## config.mk

```make
export PLATFORM = sky130hd
export DESIGN_NAME = a2d_arbiter
export DESIGN_NICKNAME = d
export VERILOG_FILES = /design/src/rtl/a2d_arb_pkg.sv /design/src/rtl/rr_pick.sv /design/src/rtl/a2d_arbiter.sv
export SDC_FILE = /design/constraint.sdc
export NUM_CORES = 1
export LEC_CHECK = 0
export CORE_ASPECT_RATIO = 0.5
export CORE_UTILIZATION = 44
export DETAILED_ROUTE_END_ITERATION = 16
export HOLD_SLACK_MARGIN = 0.08
export PLACE_DENSITY = 0.81
export SYNTH_ARGS = -nofsm -noshare
export SYNTH_HDL_FRONTEND = slang
export SYNTH_SLANG_ARGS = --single-unit
```

## constraint.sdc

```tcl
create_clock -name clk -period 2.8 [get_ports clk]
set_clock_uncertainty 0.1 [all_clocks]
set_input_delay 0.28 -clock clk [delete_from_list [all_inputs] [get_ports clk]]
set_output_delay 0.28 -clock clk [all_outputs]
set_load 0.03 [all_outputs]
```

## src/rtl/a2d_arb_pkg.sv

```systemverilog
// Shared types and widths for the A2D converter arbiter.
package a2d_arb_pkg;

  localparam int unsigned CHNL_W = 3;
  localparam int unsigned RES_W  = 12;

  typedef enum logic [1:0] {
    IDLE  = 2'd0,
    START = 2'd1,
    WAIT  = 2'd2
  } state_t;

endpackage

```

## src/rtl/rr_pick.sv

```systemverilog
// Rotating-priority encoder: the first asserted req at or after (last+1) mod NUM_REQ wins.
module rr_pick #(
  parameter int unsigned NUM_REQ = 3,
  parameter int unsigned IDX_W   = 2
) (
  input  logic [NUM_REQ-1:0] req,
  input  logic [IDX_W-1:0]   last,
  output logic [NUM_REQ-1:0] win,
  output logic [IDX_W-1:0]   win_idx
);

  logic [IDX_W-1:0]     start;
  logic [2*NUM_REQ-1:0] dbl;
  logic [IDX_W:0]       off;
  logic [IDX_W:0]       sum;
  logic                 found;

  // Rotate the doubled request vector so the search always begins at bit 0.
  always_comb begin
    start = (last >= IDX_W'(NUM_REQ - 1)) ? '0 : last + IDX_W'(1);
    dbl   = {req, req} >> start;
    found = 1'b0;
    off   = '0;
    for (int unsigned j = 0; j < NUM_REQ; j++) begin
      if (!found && dbl[j]) begin
        found = 1'b1;
        off   = (IDX_W+1)'(j);
      end
    end
    sum = {1'b0, start} + off;
    if (sum >= (IDX_W+1)'(NUM_REQ)) begin
      sum = sum - (IDX_W+1)'(NUM_REQ);
    end
    win_idx = sum[IDX_W-1:0];
    win     = found ? (NUM_REQ'(1) << win_idx) : '0;
  end

endmodule

```

## src/rtl/a2d_arbiter.sv

```systemverilog
// Round-robin sharing of one A2D_intf converter among NUM_REQ requesters,
// with a watchdog that releases the converter when a conversion never completes.
module a2d_arbiter
  import a2d_arb_pkg::*;
#(
  parameter int unsigned NUM_REQ = 3,
  parameter int unsigned TMO_W   = 12
) (
  input  logic                      clk,
  input  logic                      rst,
  input  logic [NUM_REQ-1:0]        req,
  input  logic [CHNL_W*NUM_REQ-1:0] req_chnnl,
  output logic [NUM_REQ-1:0]        gnt,
  output logic [NUM_REQ-1:0]        done,
  output logic [RES_W-1:0]          rd_res,
  output logic                      tmo_err,
  input  logic                      clr_err,
  output logic                      busy,
  output logic [CHNL_W-1:0]         a2d_chnnl,
  output logic                      a2d_strt,
  input  logic                      a2d_cmplt,
  input  logic [RES_W-1:0]          a2d_res
);

  localparam int unsigned      IDX_W     = $clog2(NUM_REQ);
  localparam logic [IDX_W-1:0] LAST_RST  = IDX_W'(NUM_REQ - 1);
  // Counter starts at 0 in the first WAIT cycle, so this value marks the last allowed one.
  localparam logic [TMO_W-1:0] WDOG_LAST = {{(TMO_W-1){1'b1}}, 1'b0};

  state_t state, state_nxt;

  logic [IDX_W-1:0]   sel, sel_nxt, last, last_nxt;
  logic [TMO_W-1:0]   wdog, wdog_nxt;
  logic [NUM_REQ-1:0] gnt_nxt, done_nxt, pick_win;
  logic [IDX_W-1:0]   pick_idx;
  logic [RES_W-1:0]   rd_res_nxt;
  logic [CHNL_W-1:0]  a2d_chnnl_nxt;
  logic               tmo_err_nxt, busy_nxt, a2d_strt_nxt;
  logic               wdog_end;

  rr_pick #(
    .NUM_REQ (NUM_REQ),
    .IDX_W   (IDX_W)
  ) u_pick (
    .req     (req),
    .last    (last),
    .win     (pick_win),
    .win_idx (pick_idx)
  );

  assign wdog_end = (wdog == WDOG_LAST);

  always_ff @(posedge clk or posedge rst) begin
    if (rst) state <= IDLE;
    else     state <= state_nxt;
  end

  always_comb begin
    state_nxt = state;
    case (state)
      IDLE:    if (|req) state_nxt = START;
      START:   state_nxt = WAIT;
      WAIT:    if (a2d_cmplt || wdog_end) state_nxt = IDLE;
      default: state_nxt = IDLE;
    endcase
  end

  // Next values for every registered output; completion beats the watchdog.
  always_comb begin
    gnt_nxt       = gnt;
    done_nxt      = '0;
    rd_res_nxt    = rd_res;
    tmo_err_nxt   = tmo_err & ~clr_err;
    busy_nxt      = (state_nxt != IDLE);
    a2d_chnnl_nxt = a2d_chnnl;
    a2d_strt_nxt  = 1'b0;
    sel_nxt       = sel;
    last_nxt      = last;
    wdog_nxt      = wdog;
    case (state)
      IDLE: begin
        if (|req) begin
          sel_nxt      = pick_idx;
          gnt_nxt      = pick_win;
          a2d_strt_nxt = 1'b1;
          for (int unsigned i = 0; i < NUM_REQ; i++) begin
            if (pick_win[i]) a2d_chnnl_nxt = req_chnnl[i*CHNL_W +: CHNL_W];
          end
        end
      end
      START: wdog_nxt = '0;
      WAIT: begin
        wdog_nxt = wdog + TMO_W'(1);
        if (a2d_cmplt) begin
          rd_res_nxt = a2d_res;
          done_nxt   = gnt;
          gnt_nxt    = '0;
          last_nxt   = sel;
        end else if (wdog_end) begin
          tmo_err_nxt = 1'b1;
          rd_res_nxt  = '0;
          done_nxt    = gnt;
          gnt_nxt     = '0;
          last_nxt    = sel;
        end
      end
      default: ;
    endcase
  end

  always_ff @(posedge clk or posedge rst) begin
    if (rst) begin
      gnt       <= '0;
      done      <= '0;
      rd_res    <= '0;
      tmo_err   <= 1'b0;
      busy      <= 1'b0;
      a2d_chnnl <= '0;
      a2d_strt  <= 1'b0;
      sel       <= '0;
      last      <= LAST_RST;
      wdog      <= '0;
    end else begin
      gnt       <= gnt_nxt;
      done      <= done_nxt;
      rd_res    <= rd_res_nxt;
      tmo_err   <= tmo_err_nxt;
      busy      <= busy_nxt;
      a2d_chnnl <= a2d_chnnl_nxt;
      a2d_strt  <= a2d_strt_nxt;
      sel       <= sel_nxt;
      last      <= last_nxt;
      wdog      <= wdog_nxt;
    end
  end

endmodule

```

==> impl_metrics.xml, run 1 <==
<?xml version="1.0" encoding="UTF-8"?>
<metrics>
  <group name="finish">
    <metric name="drive_above_1_share" unit="%">15.11</metric>
    <metric name="final_nets" unit="">313</metric>
    <metric name="stdcell_area" unit="um2">2925</metric>
    <metric name="finalNonFillerCells" unit="">344</metric>
    <metric name="n_antenna_cell" unit="">0</metric>
    <metric name="flow.area_growth_from_synthesis" unit="%">38.84</metric>
    <metric name="post-route-util" unit="%">65.18</metric>
  </group>
  <group name="worst_setup_path">
    <metric name="startpoint_of_the_worst_slack_reg_to_reg_timing_path" unit="">last[1]</metric>
    <metric name="crit_path_end_kind" unit="">flop</metric>
    <metric name="worstPathRequired" unit="ns">2.89</metric>
    <metric name="timing.critical_path.cells" unit="">nand3b_1 -&gt; o21ai_1 -&gt; ha_2 -&gt; fa_1 -&gt; buf_4 -&gt; or3_4 -&gt; o211ai_1 -&gt; a21oi_1 -&gt; a32o_1</metric>
    <metric name="worst-r2r-cell-count" unit="">9</metric>
    <metric name="cpMaxStageDelayCell" unit="">dfstp_2</metric>
    <metric name="rrSetupSlack" unit="ns">-0.18</metric>
    <metric name="reg2reg_to" unit="">a2d_chnnl[2]</metric>
    <metric name="worst_setup_path_start_kind" unit="">flop</metric>
    <metric name="path_max_fanout" unit="">5</metric>
    <metric name="crit_path_arrival_time" unit="ns">3.07</metric>
    <metric name="critical_path_class" unit="">reg -&gt; reg</metric>
    <metric name="cp_slowest_stage_delay" unit="ns">0.58</metric>
  </group>
  <group name="placement">
    <metric name="pre_cts_ws" unit="ns">-0.6442</metric>
    <metric name="dp.final_hpwl" unit="um">3569</metric>
    <metric name="place_congestion" unit="">0.8320</metric>
    <metric name="dpl_cell_area" unit="um2">2773</metric>
    <metric name="numPortBuffers" unit="">51</metric>
    <metric name="place.detailed.instances" unit="">336</metric>
  </group>
  <group name="grt">
    <metric name="antenna_found_initial" unit="">0</metric>
    <metric name="wire_length_of_the_first_global_routing_pass" unit="um">8162</metric>
    <metric name="use_met3" unit="%">4.514</metric>
    <metric name="grt.met1_usage" unit="%">25.04</metric>
    <metric name="grtUsageMet2" unit="%">37.24</metric>
    <metric name="largest_net_degree_at_the_start_of_global_routing" unit="">43</metric>
    <metric name="global_route.peak_usage_layer" unit="">met2</metric>
    <metric name="first_global_vias" unit="">1832</metric>
    <metric name="grt.overflow.total" unit="">0</metric>
    <metric name="track_usage" unit="%">20.90</metric>
  </group>
  <group name="timing">
    <metric name="pnr_worst_setup_slack" unit="ns">-0.1827</metric>
    <metric name="drv_slew" unit="">0</metric>
    <metric name="fmax" unit="GHz">0.3353</metric>
    <metric name="setup_violations" unit="">7</metric>
    <metric name="post-route-period-util" unit="%">106.5</metric>
    <metric name="post-route-min-period" unit="ns">2.983</metric>
    <metric name="final.setup.tns" unit="ns">-0.6032</metric>
    <metric name="rsz0062_at_grt" unit="">yes</metric>
    <metric name="relSlewSlack" unit="%">53.74</metric>
    <metric name="worst_pin_slew" unit="ns">0.6938</metric>
    <metric name="final_hold_violation_count" unit="">0</metric>
  </group>
  <group name="synth">
    <metric name="total_number_of_yosys_warnings" unit="">0</metric>
    <metric name="syn_avg_cell_area" unit="um2">9.939</metric>
    <metric name="ys_ff_latch" unit="">42</metric>
    <metric name="ys_seq_area_share" unit="%">49.94</metric>
    <metric name="synth_most_common_cell" unit="">dfrtp_1</metric>
    <metric name="synth_top_area_share" unit="%">48.69</metric>
    <metric name="synth_edf_count" unit="">0</metric>
    <metric name="mappedNetlistNets" unit="">248</metric>
    <metric name="post_synth_num_cell_types" unit="">47</metric>
    <metric name="most_common_flop_cell_mapped_by_yosys" unit="">dfrtp_1</metric>
    <metric name="post_synth_most_frequent_cells" unit="">dfrtp_1 (41), nor2_1 (22), nand2_1 (20)</metric>
    <metric name="post_synth_main_area_contributors" unit="">dfrtp_1 (49%), a22o_1 (5.0%), ha_1 (4.2%)</metric>
    <metric name="synth_async_sr_flop_share" unit="%">100.0</metric>
    <metric name="synth_area_leader_cell" unit="">dfrtp_1</metric>
    <metric name="syn-cell-area" unit="um2">2107</metric>
    <metric name="netlist_instances" unit="">212</metric>
  </group>
  <group name="clock_tree">
    <metric name="num_cts_buffers" unit="">5</metric>
    <metric name="cts.reportedPaths.clkPinSlew" unit="ns">0.08</metric>
    <metric name="worst_skew_pair_later_pin_latency" unit="ns">0.30</metric>
    <metric name="cts_buffer_depth" unit="">2</metric>
    <metric name="clock_tree.htree_level_count" unit="">2</metric>
    <metric name="numClockSinks" unit="">42</metric>
    <metric name="clockRootBuffer" unit="">clkbuf_8</metric>
    <metric name="cts_tree" unit="">yes</metric>
    <metric name="cts_setup_buffers" unit="">0</metric>
  </group>
  <group name="detailed_routing">
    <metric name="wl_per_cell" unit="um">14.23</metric>
    <metric name="num_vias" unit="">1813</metric>
    <metric name="totalWireLength" unit="um">4896</metric>
    <metric name="drt_iter0_drc" unit="">100</metric>
    <metric name="route.detailed.vias_per_inst" unit="">5.270</metric>
    <metric name="ant_nets" unit="">0</metric>
    <metric name="detail_route.drc_violations" unit="">0</metric>
    <metric name="detailedRoute.firstPassIterationCount" unit="">4</metric>
  </group>
  <group name="power">
    <metric name="power-per-cell-area" unit="nW/um2">1262</metric>
    <metric name="peakVddDrop" unit="uV">606.4</metric>
    <metric name="power_leakage" unit="nW">1.276</metric>
  </group>
  <group name="floorplanning">
    <metric name="floorplan.initialDensity" unit="%">46.95</metric>
    <metric name="fp.dieArea" unit="um2">5086</metric>
    <metric name="i_o_pin_count" unit="">52</metric>
    <metric name="fp-row-count" unit="">17</metric>
    <metric name="core_area" unit="um2">4488</metric>
    <metric name="chipWidth" unit="um">99.87</metric>
    <metric name="die_h" unit="um">50.93</metric>
  </group>
  <group name="job">
    <metric name="drv_cap" unit="">0</metric>
  </group>
  <group name="status">
    <metric name="outcome" unit="">complete, but fails checks</metric>
    <metric name="failed_checks" unit="">negative setup slack</metric>
  </group>
  <group name="hold_path">
    <metric name="hold_class" unit="">in -&gt; async</metric>
  </group>
</metrics>
-- cell type report --
class / count / area (um2)
inverters: 15 / 56.30
multi-input cells: 149 / 1035
clock inverters: 2 / 12.51
well taps: 66 / 82.58
fillers: 350 / 1563
repair buffers: 64 / 604.3
clock buffers: 6 / 82.58
flip-flops and latches: 42 / 1052
-- power by group --
part	switching [mW]	internal [mW]	total, mW	leakage, nW
Sequential	0.131	0.802	0.933	0.542
Clock	0.213	0.198	0.411	0.0472
Combinational	1.26	1.09	2.35	0.687
Total	1.60	2.09	3.69	1.28
-- kinds of logic after synthesis --
family                     share of synthesized area (%)
DFF                                                49.94
xor gates and xnor gates                           2.494
adders and majority gates                          5.107
muxes                                              1.544
AOI/OAI and AO/OA                                  19.06
buffers and inverters                              4.097
and+or+nand+nor                                    17.76
-- worst max path at each step --
stage                  from      endpoint  slack [ns]  depth (start not counted)
finish              last[1]  a2d_chnnl[2]       -0.18                          9
global route        last[0]  a2d_chnnl[2]       -0.27                         10
CTS                 last[1]  a2d_chnnl[2]       -0.17                         10
detailed placement   req[1]        gnt[2]       -0.64                         13
global placement     req[1]  a2d_chnnl[2]       -0.54                         12
floorplan           last[0]  a2d_chnnl[2]       0.002                         11
-- per-layer routing --
metal	vias up	part of all wire, %
li1	873	-
met1	895	44
met2	37	51
met3	8	3.7
met4	0	1.6
met5	-	0
-- worst max-delay path, delay by kind of cell, from the launching register on --
kind	cells	cell delay (ns)
simple gates	2	0.51
fa+ha+maj	2	0.69
buf+inv	1	0.17
compound gates	4	0.82
flops	1	0.58
-- through the flow --
stage | power, mW | hold slack (ns)
finish | 3.693 | 0.3023
global route | 3.913 | 0.3952
CTS | 3.593 | 0.3284
detailed placement | 3.053 | 0.3710
global placement | 2.972 | 0.3726
floorplan | 2.295 | 0.2834
-- registers in the layout, indices dropped and copies added (netlist names), 2 cells and up --
name and count:
a2d_chnnl 3, state 2, rd_res 12, wdog 12, gnt 3, sel 2, done 3, last 2
-- timing repair --
action                                  CTS  global route
endpoints found under the setup margin    7             8
resized for setup                        12             3
hold endpoints to repair                  0             0
pin swaps                                10             9
hold buffers                              0             0
gates cloned                              0             0
-- placed cells by master, fill, tap and decap left out, types with 2 or more instances in the layout --
cell type	n
clkdlybuf4s50_1	48
dfrtp_1	41
nor2_1	22
nand2_1	20
inv_1	15
o21ai_0	13
buf_4	13
a22o_1	12
nand3_1	9
clkbuf_8	6
a21oi_1	5
xor2_1	5
ha_1	5
o21ai_2	4
or3_1	3
nand4_1	3
nor3_1	3
o21ai_1	3
nor2b_1	3
dlygate4sd2_1	3
nand3b_1	2
o21a_4	2
a21o_2	2
a41oi_2	2
and4_1	2
a31oi_1	2
a21o_1	2
mux2_2	2
Power figures use the tool's default switching activity.
==> run 2: changes to the inputs <==
--- a/config.mk
+++ b/config.mk
@@ -8,7 +8,7 @@
 export CORE_ASPECT_RATIO = 0.5
 export CORE_UTILIZATION = 44
 export DETAILED_ROUTE_END_ITERATION = 16
-export HOLD_SLACK_MARGIN = 0.08
+export HOLD_SLACK_MARGIN = 0.02
 export PLACE_DENSITY = 0.81
 export SYNTH_ARGS = -nofsm -noshare
 export SYNTH_HDL_FRONTEND = slang
==> results of run 2 <==
Same layout as run 1: the final DEF is identical, and so are final timing and power.
